===== config.mk =====
export PLATFORM = sky130hd
export DESIGN_NAME = mesh_input_port
export DESIGN_NICKNAME = d
export VERILOG_FILES = /design/src/rtl/noc_pkg.sv /design/src/rtl/xy_mesh_routing.sv /design/src/rtl/mesh_input_port.sv
export SDC_FILE = /design/constraint.sdc
export NUM_CORES = 1
export LEC_CHECK = 0
export BUFFER_PORTS_ARGS = -buffer_cell sky130_fd_sc_hd__buf_2
export CORE_UTILIZATION = 35
export DETAILED_ROUTE_END_ITERATION = 10
export HOLD_SLACK_MARGIN = 0.15
export SETUP_SLACK_MARGIN = 0.02
export SLEW_MARGIN = 10
export SYNTH_ARGS = -nofsm -noshare
export SYNTH_HDL_FRONTEND = slang
export SYNTH_SLANG_ARGS = --single-unit

===== constraint.sdc =====
create_clock -name clk -period 4 [get_ports clk]
set_input_delay 0.6 -clock clk [delete_from_list [all_inputs] [get_ports clk]]
set_output_delay 0.6 -clock clk [all_outputs]
set_load 0.05 [all_outputs]

===== src/rtl/noc_pkg.sv =====
// Shared router definitions.
//   P                      number of router ports
//   LOCAL..SOUTH           one-hot port codes, bit order {S,W,N,E,L}
//   port_state_e           input-port FSM states
//   head_idx/tail_idx/...  bit positions of the flit fields
package noc_pkg;

  localparam int P = 5;

  localparam logic [P-1:0] LOCAL = 5'b00001;
  localparam logic [P-1:0] EAST  = 5'b00010;
  localparam logic [P-1:0] NORTH = 5'b00100;
  localparam logic [P-1:0] WEST  = 5'b01000;
  localparam logic [P-1:0] SOUTH = 5'b10000;

  typedef enum logic [1:0] {
    IDLE   = 2'd0,
    REQ    = 2'd1,
    ACTIVE = 2'd2
  } port_state_e;

  // Head flag is the flit MSB.
  function automatic int head_idx(input int fw);
    return fw - 1;
  endfunction

  // Tail flag sits just below the head flag.
  function automatic int tail_idx(input int fw);
    return fw - 2;
  endfunction

  // Destination x starts at bit 0 of a head flit.
  function automatic int dest_x_lsb();
    return 0;
  endfunction

  // Destination y follows destination x.
  function automatic int dest_y_lsb(input int xw);
    return xw;
  endfunction

endpackage


===== src/rtl/xy_mesh_routing.sv =====
// Dimension-ordered (X first, then Y) route computation for a 2D mesh.
// Purely combinational.
//   i_current_x/y  this router's address
//   i_dest_x/y     destination address from the head flit
//   o_destport     output port: one-hot {S,W,N,E,L} when OUT_BIN=0,
//                  binary index (L=0,E=1,N=2,W=3,S=4) when OUT_BIN=1
// Increasing x is EAST, increasing y is SOUTH.
module xy_mesh_routing
  import noc_pkg::*;
#(
  parameter int NX      = 4,
  parameter int NY      = 3,
  parameter int Xw      = 2,
  parameter int Yw      = 2,
  parameter bit OUT_BIN = 1'b0
) (
  input  logic [Xw-1:0] i_current_x,
  input  logic [Yw-1:0] i_current_y,
  input  logic [Xw-1:0] i_dest_x,
  input  logic [Yw-1:0] i_dest_y,
  output logic [P-1:0]  o_destport
);

  localparam logic [Xw-1:0] X_MAX = Xw'(NX - 1);
  localparam logic [Yw-1:0] Y_MAX = Yw'(NY - 1);

  logic [Xw-1:0] w_dx;
  logic [Yw-1:0] w_dy;
  logic [P-1:0]  w_onehot;

  // Addresses beyond the mesh edge are steered toward the nearest edge
  // router rather than producing an undefined port.
  always_comb begin
    w_dx = (i_dest_x > X_MAX) ? X_MAX : i_dest_x;
    w_dy = (i_dest_y > Y_MAX) ? Y_MAX : i_dest_y;
  end

  always_comb begin
    w_onehot = LOCAL;
    if (w_dx > i_current_x)      w_onehot = EAST;
    else if (w_dx < i_current_x) w_onehot = WEST;
    else if (w_dy > i_current_y) w_onehot = SOUTH;
    else if (w_dy < i_current_y) w_onehot = NORTH;
    else                         w_onehot = LOCAL;
  end

  generate
    if (OUT_BIN) begin : g_bin
      logic [2:0] w_bin;
      always_comb begin
        w_bin = 3'd0;
        case (w_onehot)
          EAST:    w_bin = 3'd1;
          NORTH:   w_bin = 3'd2;
          WEST:    w_bin = 3'd3;
          SOUTH:   w_bin = 3'd4;
          default: w_bin = 3'd0;
        endcase
      end
      assign o_destport = {{(P-3){1'b0}}, w_bin};
    end else begin : g_onehot
      assign o_destport = w_onehot;
    end
  endgenerate

endmodule


===== src/rtl/mesh_input_port.sv =====
// Input port of a 2D-mesh router: B-deep flit FIFO, head-flit decode,
// switch request and packet streaming.
//   clk, reset            clock, asynchronous active-high reset
//   current_x/current_y   this router's address (static)
//   flit_in, flit_in_wr   upstream flit and its write strobe
//   credit_out            one pulse per FIFO pop, one cycle after the pop
//   req                   one-hot switch request {S,W,N,E,L}, 0 = none
//   grant                 allocator grant, looked at only in REQ
//   flit_out              FIFO front (always driven)
//   flit_out_valid        front is offered to the crossbar (ACTIVE only)
//   flit_out_ready        crossbar takes flit_out this cycle
//   ovf_err               pulse: a write hit a full FIFO and was dropped
//   hdr_err               pulse: a non-head flit reached the front in IDLE
//   o_dbg_state           FSM state
//   o_dbg_count           FIFO occupancy
//
// Handshake: flit_out is transferred in a cycle where flit_out_valid and
// flit_out_ready are both 1; valid never depends on ready.
// Error pulses and credit_out are registered: they appear in the cycle
// after the event that caused them.
module mesh_input_port
  import noc_pkg::*;
#(
  parameter int NX = 4,
  parameter int NY = 3,
  parameter int Xw = 2,
  parameter int Yw = 2,
  parameter int Fw = 32,
  parameter int B  = 4
) (
  input  logic                clk,
  input  logic                reset,
  input  logic [Xw-1:0]       current_x,
  input  logic [Yw-1:0]       current_y,
  input  logic [Fw-1:0]       flit_in,
  input  logic                flit_in_wr,
  output logic                credit_out,
  output logic [P-1:0]        req,
  input  logic                grant,
  output logic [Fw-1:0]       flit_out,
  output logic                flit_out_valid,
  input  logic                flit_out_ready,
  output logic                ovf_err,
  output logic                hdr_err,
  output port_state_e         o_dbg_state,
  output logic [$clog2(B):0]  o_dbg_count
);

  localparam int AW        = $clog2(B);
  localparam int HEAD_BIT  = head_idx(Fw);
  localparam int TAIL_BIT  = tail_idx(Fw);
  localparam int DX_LSB    = dest_x_lsb();
  localparam int DY_LSB    = dest_y_lsb(Xw);
  localparam logic [AW:0] FULL_CNT = (AW+1)'(B);

  // FIFO state
  logic [Fw-1:0] r_mem [B];
  logic [AW-1:0] r_rd_ptr;
  logic [AW-1:0] r_wr_ptr;
  logic [AW:0]   r_count;

  // FSM state and registered outputs
  port_state_e   r_state;
  logic [P-1:0]  r_dest;
  logic          r_credit;
  logic          r_ovf;
  logic          r_hdr;

  logic [Fw-1:0] w_front;
  logic          w_empty;
  logic          w_full;
  logic          w_head;
  logic          w_tail;
  logic          w_valid;
  logic          w_hdr_drop;
  logic          w_pop;
  logic          w_push;
  logic          w_ovf;
  logic [P-1:0]  w_destport;

  always_comb begin
    w_front    = r_mem[r_rd_ptr];
    w_empty    = (r_count == '0);
    w_full     = (r_count == FULL_CNT);
    w_head     = w_front[HEAD_BIT];
    w_tail     = w_front[TAIL_BIT];
    w_valid    = (r_state == ACTIVE) && !w_empty;
    // A packet must start with a head flit; anything else at the front
    // while idle is discarded so the port cannot lock up.
    w_hdr_drop = (r_state == IDLE) && !w_empty && !w_head;
    w_pop      = (w_valid && flit_out_ready) || w_hdr_drop;
    // A pop in the same cycle frees the slot, so a write to a full FIFO
    // is still accepted then.
    w_push     = flit_in_wr && (!w_full || w_pop);
    w_ovf      = flit_in_wr && w_full && !w_pop;
  end

  xy_mesh_routing #(
    .NX      (NX),
    .NY      (NY),
    .Xw      (Xw),
    .Yw      (Yw),
    .OUT_BIN (1'b0)
  ) u_route (
    .i_current_x (current_x),
    .i_current_y (current_y),
    .i_dest_x    (w_front[DX_LSB +: Xw]),
    .i_dest_y    (w_front[DY_LSB +: Yw]),
    .o_destport  (w_destport)
  );

  // Storage needs no reset: nothing reads it while count is 0.
  always_ff @(posedge clk) begin
    if (w_push) r_mem[r_wr_ptr] <= flit_in;
  end

  always_ff @(posedge clk or posedge reset) begin
    if (reset) begin
      r_rd_ptr <= '0;
      r_wr_ptr <= '0;
      r_count  <= '0;
    end else begin
      if (w_push) r_wr_ptr <= r_wr_ptr + AW'(1);
      if (w_pop)  r_rd_ptr <= r_rd_ptr + AW'(1);
      case ({w_push, w_pop})
        2'b10:   r_count <= r_count + (AW+1)'(1);
        2'b01:   r_count <= r_count - (AW+1)'(1);
        default: r_count <= r_count;
      endcase
    end
  end

  always_ff @(posedge clk or posedge reset) begin
    if (reset) begin
      r_state  <= IDLE;
      r_dest   <= '0;
      r_credit <= 1'b0;
      r_ovf    <= 1'b0;
      r_hdr    <= 1'b0;
    end else begin
      r_credit <= w_pop;
      r_ovf    <= w_ovf;
      r_hdr    <= w_hdr_drop;
      case (r_state)
        IDLE: begin
          if (!w_empty && w_head) begin
            r_dest  <= w_destport;
            r_state <= REQ;
          end
        end
        REQ: begin
          if (grant) r_state <= ACTIVE;
        end
        ACTIVE: begin
          // The route stays latched until the tail actually leaves.
          if (w_pop && w_tail) r_state <= IDLE;
        end
        default: r_state <= IDLE;
      endcase
    end
  end

  // req is held through ACTIVE so the allocator keeps the output locked.
  assign req            = (r_state == IDLE) ? '0 : r_dest;
  assign flit_out       = w_front;
  assign flit_out_valid = w_valid;
  assign credit_out     = r_credit;
  assign ovf_err        = r_ovf;
  assign hdr_err        = r_hdr;
  assign o_dbg_state    = r_state;
  assign o_dbg_count    = r_count;

endmodule


==> results of run 1 <==
==> Yosys cell counts, types with 2 or more instances <==
library cell	number	area, um2
xor2_1	2	17.5
mux4_2	32	721
nor3_1	2	10.0
buf_6	2	22.5
clkbuf_1	4	15.0
and2_1	4	25.0
o31ai_1	3	22.5
inv_1	12	45.0
o211ai_1	2	15.0
buf_1	2	7.51
dfrtp_1	17	425
nor3b_1	2	15.0
nand2b_1	3	18.8
ha_1	8	100
edfxtp_1	128	3840
xnor2_1	3	26.3
a21o_1	3	22.5
nand2_1	8	30.0
nor2b_1	5	31.3
==> power groups by stage <==
stage	logic (mW)	clock network, mW	registers [mW]
floorplan	1.87	0	2.26
global placement	2.49	0	2.16
detailed placement	2.50	0	2.18
CTS	2.51	1.48	2.15
global route	2.62	1.55	2.18
finish	2.45	1.45	2.15
==> cells by family after synthesis <==
family	Yosys count	synth area share
fa+ha+maj	9	0.0215
flops	145	0.765
mux	36	0.138
simple gates	30	0.0330
buf+inv	21	0.0170
compound gates	13	0.0177
xor+xnor	5	0.00785
==> sequential cells by signal (all words and copies together) (netlist names) <==
signal and flops:
r_mem 128, o_dbg_count 3, r_wr_ptr 2, hdr_err 1, r_rd_ptr 2, credit_out 1
r_dest 5, o_dbg_state 2, ovf_err 1
==> through the flow <==
stage	std cells	hold slack, ps	setup slack (ps)
2_1_floorplan	259	441	982
6_report	580	287	1110
4_1_cts	580	296	1060
3_5_place_dp	549	463	1080
3_3_place_gp	549	458	1150
5_1_grt	580	326	929
==> layout make-up <==
| type | instances | area (um2) | area share |
|---|---|---|---|
| timing repair buffer | 88 | 445 | 0.0657 |
| inverter | 12 | 45.0 | 0.00664 |
| sequential | 145 | 4270 | 0.630 |
| tap | 211 | 264 | 0.0389 |
| clock buffer | 22 | 444 | 0.0655 |
| multi-input combinational | 93 | 1220 | 0.180 |
| clock inverter | 9 | 91.3 | 0.0135 |
==> worst paths after layout <==
kind | slack, ps | cells after the start | to
worst max-delay path | 1110 | 5 | r_mem[1][22]
worst min-delay path | 290 | 2 | o_dbg_state[0]
worst max register to register | 1110 | 5 | r_mem[1][22]
worst min register to register | 470 | 2 | r_dest[0]
max in group asynchronous | 3230 | 2 | r_rd_ptr[1]
min in group clk | 390 | 2 | o_dbg_state[0]
==> routing by layer <==
layer / global-route usage / wire length, um / vias up
met5: 0 / 0 / -
met4: 0.0540 / 105 / 0
met3: 0.0526 / 564 / 9
met2: 0.217 / 4960 / 78
met1: 0.173 / 4640 / 1382
li1: - / - / 1235
==> results.toml, run 1 <==
[sta]
relSlewSlack = 0.404
rsz0062_at_grt = "false"
drv_slew = 0
fin_skew_ps = 8.17
tightest_slew_ps = 894
clock.fmax_mhz = 345
tns_ps = 0
min_period_ps = 2900
period_share = 0.724
hold_viol_final = 0
final-setup-viol-count = 0

[finish]
fin_area_mm2 = 0.00678
n_antenna_cell = 0
nNetsFinal = 407
fillers = 1339
utilization = 0.441
synthToLayoutAreaGrowth_pct = 21.6
drive_above_1_share = 0.409
final_cell_mix = "edfxtp_1, buf_2, mux4_2"
layout_commonest_cell = "edfxtp_1"

[worst_setup_path]
startpoint = "r_rd_ptr[0]"
cp-start-kind = "flip-flop"
critPathRequiredTime_ps = 4030
critPathSlowestCell = "and2_2"
slowest_delay_ps = 750
cp_max_fo = 32
cp_top_family = "simple AND/OR/NAND/NOR gates"
cp-end-kind = "flip-flop"
crit_type = "flip-flop to flip-flop"
crit_buf_inv = 0
path_cells = "mux4_2, nor4_4, or2_1, o21a_4, and2_2"
timing.rr.start = "r_rd_ptr[0]"
cp.arrival_ps = 2930

[yosys]
async_flop_share = 0.117
syn_nets = 309
seq_area_frac_synth = 0.765
synth_seq_cells = 145
syn-cell-area_mm2 = 0.00558
synthCells = 259
ys_warn_count = 0
avgSynthCellArea_um2 = 21.5
synthFlopType = "edfxtp_1"
ys_types = 36
synth-edff-count = 128

[floorplan]
die_h_um = 128
core_area_mm2 = 0.0154
io_pins = 87
start_util = 0.363
die_area_mm2 = 0.0164
num_rows = 45
die_w_um = 128

[drt]
firstDrtPassIters = 4
drc = 0
ant_nets = 0
via_per_inst = 4.66
drt_iter0_drc = 111
routed_wl_um = 10300
wl_per_cell_um = 17.7
vias = 2704

[global_routing]
overflow = 0
grt_max_degree = 34
grt_usage = 0.138
grt_pass1_vias = 2931
grt_pass1_wl_um = 16100
antenna_found_initial = 0

[placement]
dpl.hpwl_um = 6360
postPlaceCellArea_mm2 = 0.00625
io_buffers = 86
gp_congestion = 0.687

[power_and_ir_drop]
share_comb_of_total_power = 0.405
p_sw_mw = 2.39
ir_drop_v = 0.000340
power_frac_seq = 0.355
p_int_mw = 3.66
powerDensity_mw_per_mm2 = 891
power.total_mw = 6.04
p_clk_frac = 0.240
p_leak_nw = 2.48
switching_share = 0.395

[clock_network]
clk_pin_slew_ps = 60
cts_tree = "done"
root_buffer = "clkbuf_16"
hold_buffers = 0
cts.path.max_buffers = 2
insertion_delay_ps = 410
postCtsSetupBuffers = 0
cts.htree.levels = 4
cts_resized = 0
cts_buffers = 17
clock_sinks = 145

[status]
status = "complete, no violations"

[worst_hold_path]
hold_path_class = "input port to asynchronous set/reset pin"

[flow_run]
cap_violations = 0
Power figures use the tool's default switching activity.
==> inputs of run 2 (changes only) <==
clock period = 2.77 ns   (was 4 ns; I/O delays follow)
==> run 2 against run 1 <==
  * Clock power is 54% higher
  * Flip-flop and latch count unchanged
  * Critical path type is now flip-flop to primary output
  * Non-clock buffer count grew 13
  * Via count grew 2.0%
  * Setup slack worse by 810 ps
  * Global-route usage shrank 0.10 points
  * Clock-buffer cell count is 5 lower
==> results.toml, run 2 (same netlist as run 1, synthesis figures left out) <==
[worst_setup_path]
cp-end-kind = "primary output"
path_cells = "clkbuf_8, mux4_2, buf_2"
crit_type = "flip-flop to primary output"
reg2regPathDepth = 7
critPathRequiredTime_ps = 2350
cp.arrival_ps = 2060
cp_max_fo = 33
r2r_slack_ps = 310
reg2reg_to = "o_dbg_count[2]"
startpoint = "r_rd_ptr[0]"
critPathSlowestCell = "mux4_2"
slowest_delay_ps = 620
cp-start-kind = "flip-flop"
timing.rr.start = "r_rd_ptr[0]"

[clock_network]
clk_pin_slew_ps = 60
cts.path.max_buffers = 2
cts_tree = "done"
cts_buffers = 17
root_buffer = "clkbuf_16"
clock_sinks = 145
insertion_delay_ps = 410
cts.htree.levels = 4

[finish]
nNetsFinal = 420
largest_reg_flops = 128
regMostFlops = "r_mem"
fillers = 1336
synthToLayoutAreaGrowth_pct = 25.5
multi_input_area_mm2 = 0.00122
final_cell_mix = "edfxtp_1, buf_2, mux4_2"
drive_above_1_share = 0.454
seqCellArea_mm2 = 0.00427
layout_commonest_cell = "edfxtp_1"

[flow_run]
cap_violations = 0

[power_and_ir_drop]
powerDensity_mw_per_mm2 = 1290
switching_share = 0.404
p_clk_frac = 0.248
p_int_mw = 5.38
power_frac_seq = 0.341
ir_drop_v = 0.000583
share_comb_of_total_power = 0.410
p_leak_nw = 2.59
p_sw_mw = 3.65

[drt]
routed_wl_um = 10200
drt_iter0_drc = 83
drc = 0
vias = 2759
ant_nets = 0
wl_per_cell_um = 17.2
via_per_inst = 4.64
firstDrtPassIters = 5

[worst_hold_path]
hold_path_class = "input port to flip-flop"
hold_depth = 1
min_from = "flit_in[9]"
hold_end = "r_mem[3][9]"

[sta]
rsz0062_at_grt = "false"
relSlewSlack = 0.533
period_share = 0.892
fin_skew_ps = 5.33
min_period_ps = 2470
fin_ws_ps = 298
final-setup-viol-count = 0
clock.fmax_mhz = 405
drv_slew = 0
hold_viol_final = 0
tns_ps = 0
tightest_slew_ps = 700

[floorplan]
die_w_um = 128
start_util = 0.363
core_area_mm2 = 0.0154
die_h_um = 128
io_pins = 87
die_area_mm2 = 0.0164
num_rows = 45

[placement]
io_buffers = 86
dp_slack_ps = 314
dpl.hpwl_um = 6570
gp_congestion = 0.715

[global_routing]
overflow = 0
grt_usage = 0.137
grt_max_degree = 33
antenna_found_initial = 2
grt_pass1_wl_um = 16200
grt_pass1_vias = 2900

[status]
status = "complete, no violations"
run 2: how the worst max path moves through the flow:
stage,slack (ps),endpoint,depth (start not counted)
2_1_floorplan,80,r_mem[0][0],7
3_3_place_gp,360,o_dbg_count[2],7
3_5_place_dp,310,o_dbg_count[2],7
4_1_cts,60,flit_out[11],4
5_1_grt,130,o_dbg_count[2],7
6_report,300,flit_out[3],3
run 2: repair_timing:
action,4_1_cts,5_1_grt
setup endpoints to repair,11,11
hold buffers,1,0
resized for setup,1,1
hold endpoints to repair,17,0
buffers inserted,0,0
run 2: layer usage:
layer	vias up	wire [um]	GRT usage	part of all wire
li1	1273	-	-	-
met1	1393	4470	0.169	0.44
met2	80	4880	0.215	0.48
met3	11	777	0.0597	0.076
met4	2	110	0.0519	0.011
met5	-	10	0	0.00098
run 2: through the flow:
stage	instances	util	power, mW	hold WS, ps	instance area [um2]
6_report	595	0.455	9.03	210	7000
5_1_grt	594	0.455	9.48	197	7000
4_1_cts	595	0.456	9.19	189	7000
3_5_place_dp	562	0.416	6.91	462	6390
3_3_place_gp	562	0.416	6.88	455	6390
2_1_floorplan	259	-	5.95	342	5580
run 2: final cells by class:
type | count | area share
Antenna cell | 1 | 0.000357
Clock buffer | 17 | 0.0608
Clock inverter | 15 | 0.0243
Inverter | 12 | 0.00643
Multi-Input combinational cell | 93 | 0.174
Sequential cell | 145 | 0.610
Tap cell | 211 | 0.0377
Timing Repair Buffer | 101 | 0.0860
run 2: power by group through the flow:
stage / Combinational [mW] / Sequential, mW / Clock (mW)
3_5_place_dp: 3.78 / 3.13 / 0
6_report: 3.71 / 3.08 / 2.24
2_1_floorplan: 2.70 / 3.25 / 0
5_1_grt: 3.96 / 3.13 / 2.39
3_3_place_gp: 3.77 / 3.10 / 0
4_1_cts: 3.80 / 3.09 / 2.30
run 2: critical path, delay by kind of cell (launching register included):
kind                   cells  cell delay, ps
DFF                        1             380
muxes                      1             620
buffers and inverters      2             640
==> inputs of run 3 (changes only) <==
clock period = 3.2 ns   (was 2.77 ns; I/O delays follow)
==> run 3 against run 2 <==
  * Total power down 15%
  * Hold slack worse by 51 ps
  * Combinational power down 17%
  * Critical path depth unchanged
  * Core utilization down 0.95 points
  * Clock skew up 6.0 ps
  * Design area down 2.1%
  * Sequential power down 13%
  * Clock power down 12%
  * Flip-flop and latch count unchanged
==> results.toml, run 3 (same netlist as run 1, synthesis figures left out) <==
[status]
status = "complete, no violations"

[floorplan]
die_w_um = 128
die_area_mm2 = 0.0164
start_util = 0.363
core_area_mm2 = 0.0154
num_rows = 45
io_pins = 87
die_h_um = 128

[power_and_ir_drop]
powerDensity_mw_per_mm2 = 1130
power_frac_seq = 0.347
p_clk_frac = 0.256
ir_drop_v = 0.000473
share_comb_of_total_power = 0.398
switching_share = 0.401
p_leak_nw = 2.50
power.total_mw = 7.71
p_int_mw = 4.62
p_sw_mw = 3.09

[finish]
utilization = 0.446
largest_reg_flops = 128
regMostFlops = "r_mem"
synthToLayoutAreaGrowth_pct = 22.9
final_cell_mix = "edfxtp_1, buf_2, mux4_2"
drive_above_1_share = 0.439
nNetsFinal = 408
fillers = 1337
multi_input_area_mm2 = 0.00122
n_antenna_cell = 0
layout_commonest_cell = "edfxtp_1"
seqCellArea_mm2 = 0.00427

[drt]
drt_iter0_drc = 140
ant_nets = 0
routed_wl_um = 9940
via_per_inst = 4.66
vias = 2711
firstDrtPassIters = 4
drc = 0
wl_per_cell_um = 17.1

[worst_setup_path]
cp_max_fo = 33
cp-end-kind = "primary output"
path_cells = "buf_4, mux4_2, buf_2"
cp_top_family = "buffers and inverters"
crit_type = "flip-flop to primary output"
crit_buf_inv = 2
slowest_delay_ps = 640
critPathRequiredTime_ps = 2720
critPathSlowestCell = "mux4_2"
cp.arrival_ps = 2230
cp-start-kind = "flip-flop"

[clock_network]
root_buffer = "clkbuf_16"
cts_tree = "done"
postCtsSetupBuffers = 0
insertion_delay_ps = 420
hold_buffers = 0
cts.htree.levels = 4
cts_resized = 0
cts.path.max_buffers = 2
clock_sinks = 145
clk_pin_slew_ps = 60
cts_buffers = 17

[global_routing]
grt_max_degree = 34
antenna_found_initial = 0
grt_usage = 0.133
grt_pass1_wl_um = 15400
overflow = 0
grt_pass1_vias = 2808

[sta]
period_share = 0.848
tns_ps = 0
clock.fmax_mhz = 369
final-setup-viol-count = 0
fin_ws_ps = 487
relSlewSlack = 0.404
fin_skew_ps = 11.4
drv_slew = 0
rsz0062_at_grt = "false"
tightest_slew_ps = 894
min_period_ps = 2710
whs_ps = 159
hold_viol_final = 0

[flow_run]
cap_violations = 0

[placement]
io_buffers = 86
dp_slack_ps = 503
gp_congestion = 0.732
dpl.hpwl_um = 6030

[worst_hold_path]
hold_path_class = "input port to asynchronous set/reset pin"
[run 3: final cells by class]
cell class / instances / area share
repair buffers: 89 / 0.0661
multi-input cells: 93 / 0.178
clock inverters: 15 / 0.0256
clock buffers: 17 / 0.0621
well taps: 211 / 0.0385
flip-flops and latches: 145 / 0.623
inverters: 12 / 0.00657
[run 3: stage by stage]
step	area, um2	cells
after global routing	6850	582
after detailed placement	6250	550
final	6850	582
after floorplan	5580	259
after CTS	6850	582
after global placement	6250	550
[run 3: metal layers]
metal  part of all wire  vias to the layer above  global-route usage  wire length (um)
met4              0.013                        0              0.0664               133
met5                  0                        -                   0                 0
li1                   -                     1246                   -                 -
met3              0.049                       12              0.0401               483
met2               0.49                       70               0.210              4900
met1               0.45                     1383               0.165              4420
[run 3: worst paths after layout]
kind                       cells after the start         from  slack, ps              to
hold / removal                                 2        reset        160  o_dbg_count[1]
setup reg to reg                               5  r_rd_ptr[0]        560    r_mem[2][12]
hold reg to reg                                1    r_dest[4]        460       r_dest[4]
setup / recovery                               3  r_rd_ptr[0]        490     flit_out[0]
max in group asynchronous                      2        reset       2570     r_rd_ptr[0]
min in group clk                               1   flit_in[7]        280     r_mem[2][7]
[run 3: power groups by stage]
stage / sequential (mW) / combinational (mW) / clock [mW]
6_report: 2.67 / 3.07 / 1.97
2_1_floorplan: 2.82 / 2.33 / 0
3_5_place_dp: 2.71 / 3.13 / 0
4_1_cts: 2.68 / 3.14 / 2.02
5_1_grt: 2.71 / 3.27 / 2.09
3_3_place_gp: 2.69 / 3.12 / 0
[run 3: worst register-to-register path: cells and delay by family, from the launching register on]
kind,cells,cell delay (ps)
DFF,1,370
and+or+nand+nor,3,1170
muxes,1,550
AOI/OAI and AO/OA,1,160
